<file path="src/rtl/stopwatch_counter.sv">
// BCD stopwatch time base: mm:ss.cc counter with a run-gated prescaler,
// clear, and a lap freeze that latches the displayed value while counting continues.
module stopwatch_counter #(
    parameter int unsigned CLK_HZ  = 50000000,
    parameter int unsigned TICK_HZ = 100
) (
    input  logic       clk,
    input  logic       rst_n,
    input  logic       run,
    input  logic       clear,
    input  logic       lap,
    output logic [3:0] cs_ones,
    output logic [3:0] cs_tens,
    output logic [3:0] sec_ones,
    output logic [3:0] sec_tens,
    output logic [3:0] min_ones,
    output logic [3:0] min_tens,
    output logic       frozen,
    output logic       tick,
    output logic       wrap
);

    localparam int unsigned DIV  = CLK_HZ / TICK_HZ;
    localparam int unsigned PW   = (DIV > 1) ? $clog2(DIV) : 1;
    localparam logic [PW-1:0] PMAX = PW'(DIV - 1);
    localparam logic [23:0] TIME_MAX = 24'h595999;

    // Digit packing, LSB first: cs_ones, cs_tens, sec_ones, sec_tens, min_ones, min_tens
    logic [PW-1:0] presc_q, presc_d;
    logic [23:0]   live_q, live_d;
    logic [23:0]   lat_q, lat_d;
    logic          frozen_q, frozen_d;
    logic [23:0]   disp;
    logic          cy;
    logic [3:0]    dig;
    logic [3:0]    lim;

    assign tick = run & (presc_q == PMAX) & ~clear;
    assign wrap = tick & (live_q == TIME_MAX);

    always_comb begin
        presc_d = presc_q;
        if (clear) begin
            presc_d = '0;
        end else if (run) begin
            presc_d = (presc_q == PMAX) ? '0 : presc_q + PW'(1);
        end
    end

    // Ripple the carry from centiseconds upward; tens of seconds/minutes roll at 5.
    always_comb begin
        live_d = live_q;
        cy     = tick;
        dig    = '0;
        lim    = '0;
        for (int unsigned i = 0; i < 6; i++) begin
            dig = live_q[4*i +: 4];
            lim = ((i == 3) || (i == 5)) ? 4'd5 : 4'd9;
            if (cy) begin
                if (dig == lim) begin
                    live_d[4*i +: 4] = '0;
                end else begin
                    live_d[4*i +: 4] = dig + 4'd1;
                    cy = 1'b0;
                end
            end
        end
        if (clear) begin
            live_d = '0;
        end
    end

    // Latch captures the pre-edge live value, so a coincident tick is not included.
    always_comb begin
        lat_d    = lat_q;
        frozen_d = frozen_q;
        if (clear) begin
            lat_d    = '0;
            frozen_d = 1'b0;
        end else if (lap) begin
            if (!frozen_q) begin
                lat_d    = live_q;
                frozen_d = 1'b1;
            end else begin
                frozen_d = 1'b0;
            end
        end
    end

    always_ff @(posedge clk or negedge rst_n) begin
        if (!rst_n) begin
            presc_q  <= '0;
            live_q   <= '0;
            lat_q    <= '0;
            frozen_q <= 1'b0;
        end else begin
            presc_q  <= presc_d;
            live_q   <= live_d;
            lat_q    <= lat_d;
            frozen_q <= frozen_d;
        end
    end

    always_comb begin
        disp = frozen_q ? lat_q : live_q;
    end

    assign cs_ones  = disp[3:0];
    assign cs_tens  = disp[7:4];
    assign sec_ones = disp[11:8];
    assign sec_tens = disp[15:12];
    assign min_ones = disp[19:16];
    assign min_tens = disp[23:20];
    assign frozen   = frozen_q;

endmodule

</file>
<file path="config.mk">
export PLATFORM = sky130hd
export DESIGN_NAME = stopwatch_counter
export DESIGN_NICKNAME = d
export VERILOG_FILES = /design/src/rtl/stopwatch_counter.sv
export SDC_FILE = /design/constraint.sdc
export NUM_CORES = 1
export LEC_CHECK = 0
export BUFFER_PORTS_ARGS = -buffer_cell sky130_fd_sc_hd__buf_4
export CORE_ASPECT_RATIO = 1.1
export CORE_MARGIN = 2
export CORE_UTILIZATION = 40
export CTS_CLUSTER_DIAMETER = 200
export CTS_CLUSTER_SIZE = 40
export DETAILED_ROUTE_END_ITERATION = 6
export HOLD_SLACK_MARGIN = 0.05
export PLACE_DENSITY = 0.57
export SLEW_MARGIN = 15
export SYNTH_ARGS = -nofsm -noshare
export SYNTH_HDL_FRONTEND = slang
export SYNTH_SLANG_ARGS = --single-unit
</file>
<file path="constraint.sdc">
create_clock -name clk -period 2.6 [get_ports clk]
set_clock_uncertainty 0.1 [all_clocks]
set_input_delay 0.26 -clock clk [delete_from_list [all_inputs] [get_ports clk]]
set_output_delay 0.26 -clock clk [all_outputs]
set_load 0.02 [all_outputs]
</file>
==> metrics.txt, run 1 <==
area of the core=0.00926 mm²; Reg2Reg Depth=7; Leak=2.04 nW; H-tree depth=3; top-area cell type share of the netlist area=0.453; ys async rst share=1.00; RSZ-0062 raised after global routing=yes; Total Routing Usage GR=0.162; register share of total power=0.463; r2r setup slk=0.21 ns; Worst EP arrival=2.15 ns; Post-synth EDFFs=0; Clock power frac=0.487; Top-Level Pins=32; clk_lat worst skew=0.35 ns; leading area contributor after synthesis=dfrtp_1; distinct cell type count after synthesis=42; IO buf count=31; Root Buffer=clkbuf_8; Crit Path Max Fanout=4; Total Neg Setup Slack=0 ns; reg2reg start=live_q[5]; WL met3=220 µm; Cells after Synth=394; via count=2864; M1 wire length=3.78 mm; Chip Height=106 µm; CTS tree=built; mapped cell area=0.00375 mm²; gpl congestion=0.806; HP Class=in2reg; Nets=443; synthesized flop and latch total=68; Switching Power=0.510 mW; Pre-antenna DRT Iters=4; synth-to-layout area growth=16.9%; initial detailed-routing violation count=133; Worst R2R End=live_q[10]; syn_area_per_cell=9.53 µm²; Seq/Total Area, Yosys=0.453; DRC Markers=0; CTS max path bufs=2; Routed Antenna Nets=0; Switching Fraction=0.222; GR Overflow Total=0; required time worst endpoint=2.24 ns; Fmax=0.398 GHz; die area=0.0102 mm²; Yosys warning total=0; Startpoint Class=flop; Post-synth top flop=dfrtp_1; fin crit share=0.967; Comb pwr share=0.050; routed len/inst=13.9 µm; Fin. Hold Viols=0; final setup fails=0; hold path start=run; final setup margin=0.0861 ns; met2 WL=3.52 mm; HPWL after DPL=4.99 mm; Worst-path clk slew=0.07 ns; final WL=7.61 mm; largest net degree at the start of global routing=69; pre-CTS WS=0.136 ns; Ant. Diodes=0; initial antenna violation count=0; highest metal layer with signal wires=met4; Hold EP=presc_q[1]; Power Dens Cells=524 mW/mm²; Worst Tran Pin Value=0.867 ns; nature of the critical path endpoint=output pin; CTS buffer count=9; postcts setup bufs=0; Slew Limit Fails=0; vias in the first global route=2739; status=completed; Die Width=96.4 µm; Area contributors post-synth=dfrtp_1 (45%), mux2i_1 (7.5%), nor2_1 (6.7%), mux2_2 (5.4%), ha_1 (4.3%); syn nets=412; internal power=1.79 mW; relative slew slack=0.422; commonest non-fill, non-tap cell in the layout=dfrtp_1; post-layout minimum cycle time=2.51 ns; most frequent cells in the layout=dfrtp_1 (68), nor2_1 (67), buf_4 (37); Num Clock Sinks=68; ratio of cells with drive above 1 in the final layout=0.195; max-cap violations=0; Max IR drop VDD=225 µV; hold path depth=3; final core utilization=0.474; global-route wire length before repair=12.9 mm; Crit Path Category=reg2out; FP Rows=37; Starting Density=0.406; Vias/cell=5.24
[per-layer routing]
layer  up-vias  GRT usage
met5         -          0
met4         0     0.0483
met3         9     0.0436
met2        30      0.246
met1      1398      0.226
li1       1427          -
[stage by stage]
stage	hold slack, ns	instances	instance area (µm²)	power, mW
after floorplan	-0.136	394	3750	1.16
after CTS	0.143	547	4380	2.32
after global routing	0.138	547	4390	2.38
after detailed placement	0.337	530	4110	1.20
after global placement	0.341	530	4110	1.20
final	0.152	547	4390	2.30
[power by group through the flow]
stage | clock network [mW] | registers [mW] | logic, mW
floorplan | 0 | 1.09 | 0.0688
global placement | 0 | 1.09 | 0.118
detailed placement | 0 | 1.09 | 0.117
CTS | 1.14 | 1.07 | 0.119
global route | 1.19 | 1.07 | 0.128
finish | 1.12 | 1.07 | 0.115
[state kept, by name (all words and copies together), names as in the netlist]
register	flops
frozen	1
lat_q	24
live_q	24
presc_q	19
[worst max-delay path, cell delays in order, from the launching register on]
cell	delay, ns
dfrtp_1	0.41
ha_1	0.22
nand4_1	0.19
nand2b_1	0.25
nor4_2	0.33
and4_1	0.25
buf_4	0.15
[cells in the mapped netlist, types with 3 or more instances]
cell	number
dfrtp_1	68
nor2_1	67
nand2_1	32
mux2i_1	28
o21ai_0	19
mux2_2	18
nand3_1	18
a21oi_1	16
ha_1	13
clkbuf_1	12
xor2_1	12
inv_1	11
or3_1	10
nand4_1	7
nor4_1	6
and4_1	5
nand2b_1	5
xnor2_1	5
buf_1	4
nor3_1	4
or4_1	4
nand3b_1	3
or3b_2	3
[repair_timing]
item                                   4_1_cts  5_1_grt
pin swaps                                    2        0
endpoints found under the hold margin       68        0
hold buffers                                 1        0
setup endpoints to repair                    1        5
gates resized for setup                      2        1
cloned                                       0        0
[kinds of logic after synthesis]
kind of cell	Yosys count	synth area share
AND/OR/NAND/NOR	180	0.246
flip-flops	68	0.453
multiplexers	46	0.129
AO/OA/AOI/OAI	41	0.0586
buffers and inverters	29	0.0303
XOR/XNOR	17	0.0397
adder cells (fa/ha/maj)	13	0.0433
[cell type report]
class                           count  area, µm²
Timing Repair Buffer               38        288
Clock buffer                       11        151
Inverter                           11       41.3
Sequential cell                    68       1700
Tap cell                          117        146
Multi-Input combinational cell    297       1950
Clock inverter                      5        106
Fill cell                         880       4870
[worst max-delay path by stage]
stage / start / to / slack, ns / cells after the start
finish: presc_q[0] / wrap / 0.09 / 6
global route: presc_q[0] / wrap / -0.05 / 6
CTS: presc_q[0] / wrap / 0.05 / 6
detailed placement: live_q[5] / live_q[15] / 0.14 / 7
global placement: live_q[5] / live_q[15] / 0.29 / 7
floorplan: live_q[5] / live_q[10] / 0.37 / 8
Power figures use the tool's default switching activity.
==> run 2: changes to the inputs <==
--- a/config.mk
+++ b/config.mk
@@ -9,11 +9,13 @@
 export CORE_ASPECT_RATIO = 1.1
 export CORE_MARGIN = 2
 export CORE_UTILIZATION = 40
-export CTS_CLUSTER_DIAMETER = 200
+export CTS_CLUSTER_DIAMETER = 30
 export CTS_CLUSTER_SIZE = 40
 export DETAILED_ROUTE_END_ITERATION = 6
 export HOLD_SLACK_MARGIN = 0.05
 export PLACE_DENSITY = 0.57
+export RECOVER_POWER = 25
+export SKIP_CTS_REPAIR_TIMING = 1
 export SLEW_MARGIN = 15
 export SYNTH_ARGS = -nofsm -noshare
 export SYNTH_HDL_FRONTEND = slang
==> run 2 against run 1 <==
Effect of this change: die area did not move; first-iteration DRC count rose by 7.5%; sequential share of layout area barely moved; routed wire length barely moved; cell count did not move; design area barely moved; clock power barely moved; global-route usage barely moved; critical path type unchanged; sequential cell count did not move; sequential power barely moved; the run now ends with capacitance limit, slew limit left.
==> metrics.txt, run 2 (same netlist as run 1, synthesis figures left out) <==
Nets=443 (unchanged); routed len/inst=13.9 µm (about the same); pre-CTS WS=0.136 ns (unchanged); relative slew slack=-0.132 (-0.553); hold path start=run; highest metal layer with signal wires=met4; Tot Pwr=2.30 mW (about the same); Power Dens Cells=524 mW/mm² (about the same); Leak=2.04 nW (about the same); die area=0.0102 mm² (unchanged); most frequent cells in the layout=dfrtp_1 (68), nor2_1 (67), buf_4 (36); commonest non-fill, non-tap cell in the layout=dfrtp_1; register share of total power=0.463 (about the same); r2r setup slk=0.21 ns (about the same); Die Width=96.4 µm (unchanged); Worst path max stage delay=0.41 ns (about the same); Ant. Diodes=0 (unchanged); Worst-path clk slew=0.07 ns (about the same); CTS tree=built; internal power=1.79 mW (about the same); Vias/cell=5.24 (+0.10%); Largest regs=lat_q (24), live_q (24), presc_q (19); Worst R2R End=live_q[10]; clk_lat worst skew=0.35 ns (about the same); CTS buffer count=9 (unchanged); FP Rows=37 (unchanged); Crit Path Category=reg2out; Switching Fraction=0.222 (about the same); Reg2Reg Depth=7 (unchanged); Chip Height=106 µm (unchanged); Root Buffer=clkbuf_8; CP max-delay cell=dfrtp_1; CP delay by family, top=simple AND/OR/NAND/NOR gates; largest net degree at the start of global routing=69 (unchanged); final setup margin=0.0889 ns (+0.00279 ns); hold path depth=3 (unchanged); Max IR drop VDD=225 µV (about the same); Clock power frac=0.487 (about the same); Crit Path Max Fanout=4 (unchanged); final WL=7.62 mm (about the same); HP Class=in2reg; vias in the first global route=2735 (-0.15%); gpl congestion=0.806 (unchanged); Top-Level Pins=32 (unchanged); Starting Density=0.406 (unchanged); Non-Filler Cell Area, Final=0.00439 mm² (about the same); Worst Tran Pin Value=1.70 ns (+0.830 ns); Routed Antenna Nets=0 (unchanged); nature of the critical path endpoint=output pin; reg2reg start=live_q[5]; required time worst endpoint=2.24 ns (about the same); RSZ-0062 raised after global routing=yes; Fin. Hold Viols=0 (unchanged); Switching Power=0.510 mW (about the same); initial antenna violation count=0 (unchanged); placed cell area=0.00411 mm² (unchanged); Pre-antenna DRT Iters=4 (unchanged); failing checks=capacitance limit, slew limit; Slew Limit Fails=69 (+69); IO buf count=31 (unchanged); Num Clock Sinks=68 (unchanged); CP Cell Sequence=ha_1 -> nand4_1 -> nand2b_1 -> nor4_2 -> and4_1 -> buf_4; max-cap violations=1 (+1); status=finished, violations left; area of the core=0.00926 mm² (unchanged); Crit path buffers/inverters=1 (unchanged); met2 WL=3.50 mm (-0.43%); synth-to-layout area growth=16.8% (about the same); Worst EP arrival=2.15 ns (about the same); ratio of cells with drive above 1 in the final layout=0.195 (unchanged); Fmax=0.398 GHz (+0.11%); CTS max path bufs=2 (unchanged); final setup fails=0 (unchanged); DRC Markers=0 (unchanged); initial detailed-routing violation count=143 (+7.5%); global-route wire length before repair=12.9 mm (-0.22%); GR Overflow Total=0 (unchanged); H-tree depth=3 (unchanged); final core utilization=0.474 (about the same); post-layout minimum cycle time=2.51 ns (-0.00279 ns); fin crit share=0.966 (-0.00107); Hold EP=presc_q[1]; HPWL after DPL=4.99 mm (unchanged); WL met3=235 µm (+6.8%); Startpoint Class=flop; M1 wire length=3.79 mm (+0.16%); Total Routing Usage GR=0.162 (-0.000296); Comb pwr share=0.050 (about the same); via count=2867 (+0.10%)
==> run 2: per-stage QoR <==
| stage | TNS, ns | hold WS [ns] | std cells |
|---|---|---|---|
| floorplan | 0 | -0.136 | 394 |
| global placement | 0 | 0.341 | 530 |
| detailed placement | 0 | 0.337 | 530 |
| CTS | -0.0769 | -0.0472 | 546 |
| global route | -0.0572 | 0.138 | 547 |
| finish | 0 | 0.152 | 547 |
==> run 2: power groups by stage <==
stage	logic [mW]	registers, mW	clock network (mW)
after floorplan	0.0688	1.09	0
after detailed placement	0.117	1.09	0
after CTS	0.118	1.07	1.14
after global routing	0.128	1.07	1.19
final	0.114	1.07	1.12
after global placement	0.118	1.09	0
==> run 2: worst max path at each step <==
stage | start | endpoint | slack, ns | cells after the start
detailed placement | live_q[5] | live_q[15] | 0.14 | 7
CTS | live_q[5] | wrap | -0.08 | 7
global route | presc_q[0] | wrap | -0.05 | 6
floorplan | live_q[5] | live_q[10] | 0.37 | 8
global placement | live_q[5] | live_q[15] | 0.29 | 7
finish | presc_q[0] | wrap | 0.09 | 6
==> run 2: area by class of cell <==
type	instances	area (µm²)
Timing Repair Buffer	38	285
Fill cell	881	4870
Clock buffer	11	151
Multi-Input combinational cell	297	1950
Tap cell	117	146
Sequential cell	68	1700
Clock inverter	5	106
Inverter	11	41.3
==> run 2: worst register-to-register path: cells and delay by family, from the launching register on <==
family,cells,cell delay (ns)
adder cells (fa/ha/maj),1,0.22
AO/OA/AOI/OAI,1,0.15
AND/OR/NAND/NOR,4,1.32
flip-flops,1,0.40
buffers and inverters,1,0.11
==> run 2: layer usage <==
layer	track usage	vias to the layer above
li1	-	1426
met1	0.225	1399
met2	0.246	33
met3	0.0436	9
met4	0.0483	0
met5	0	-
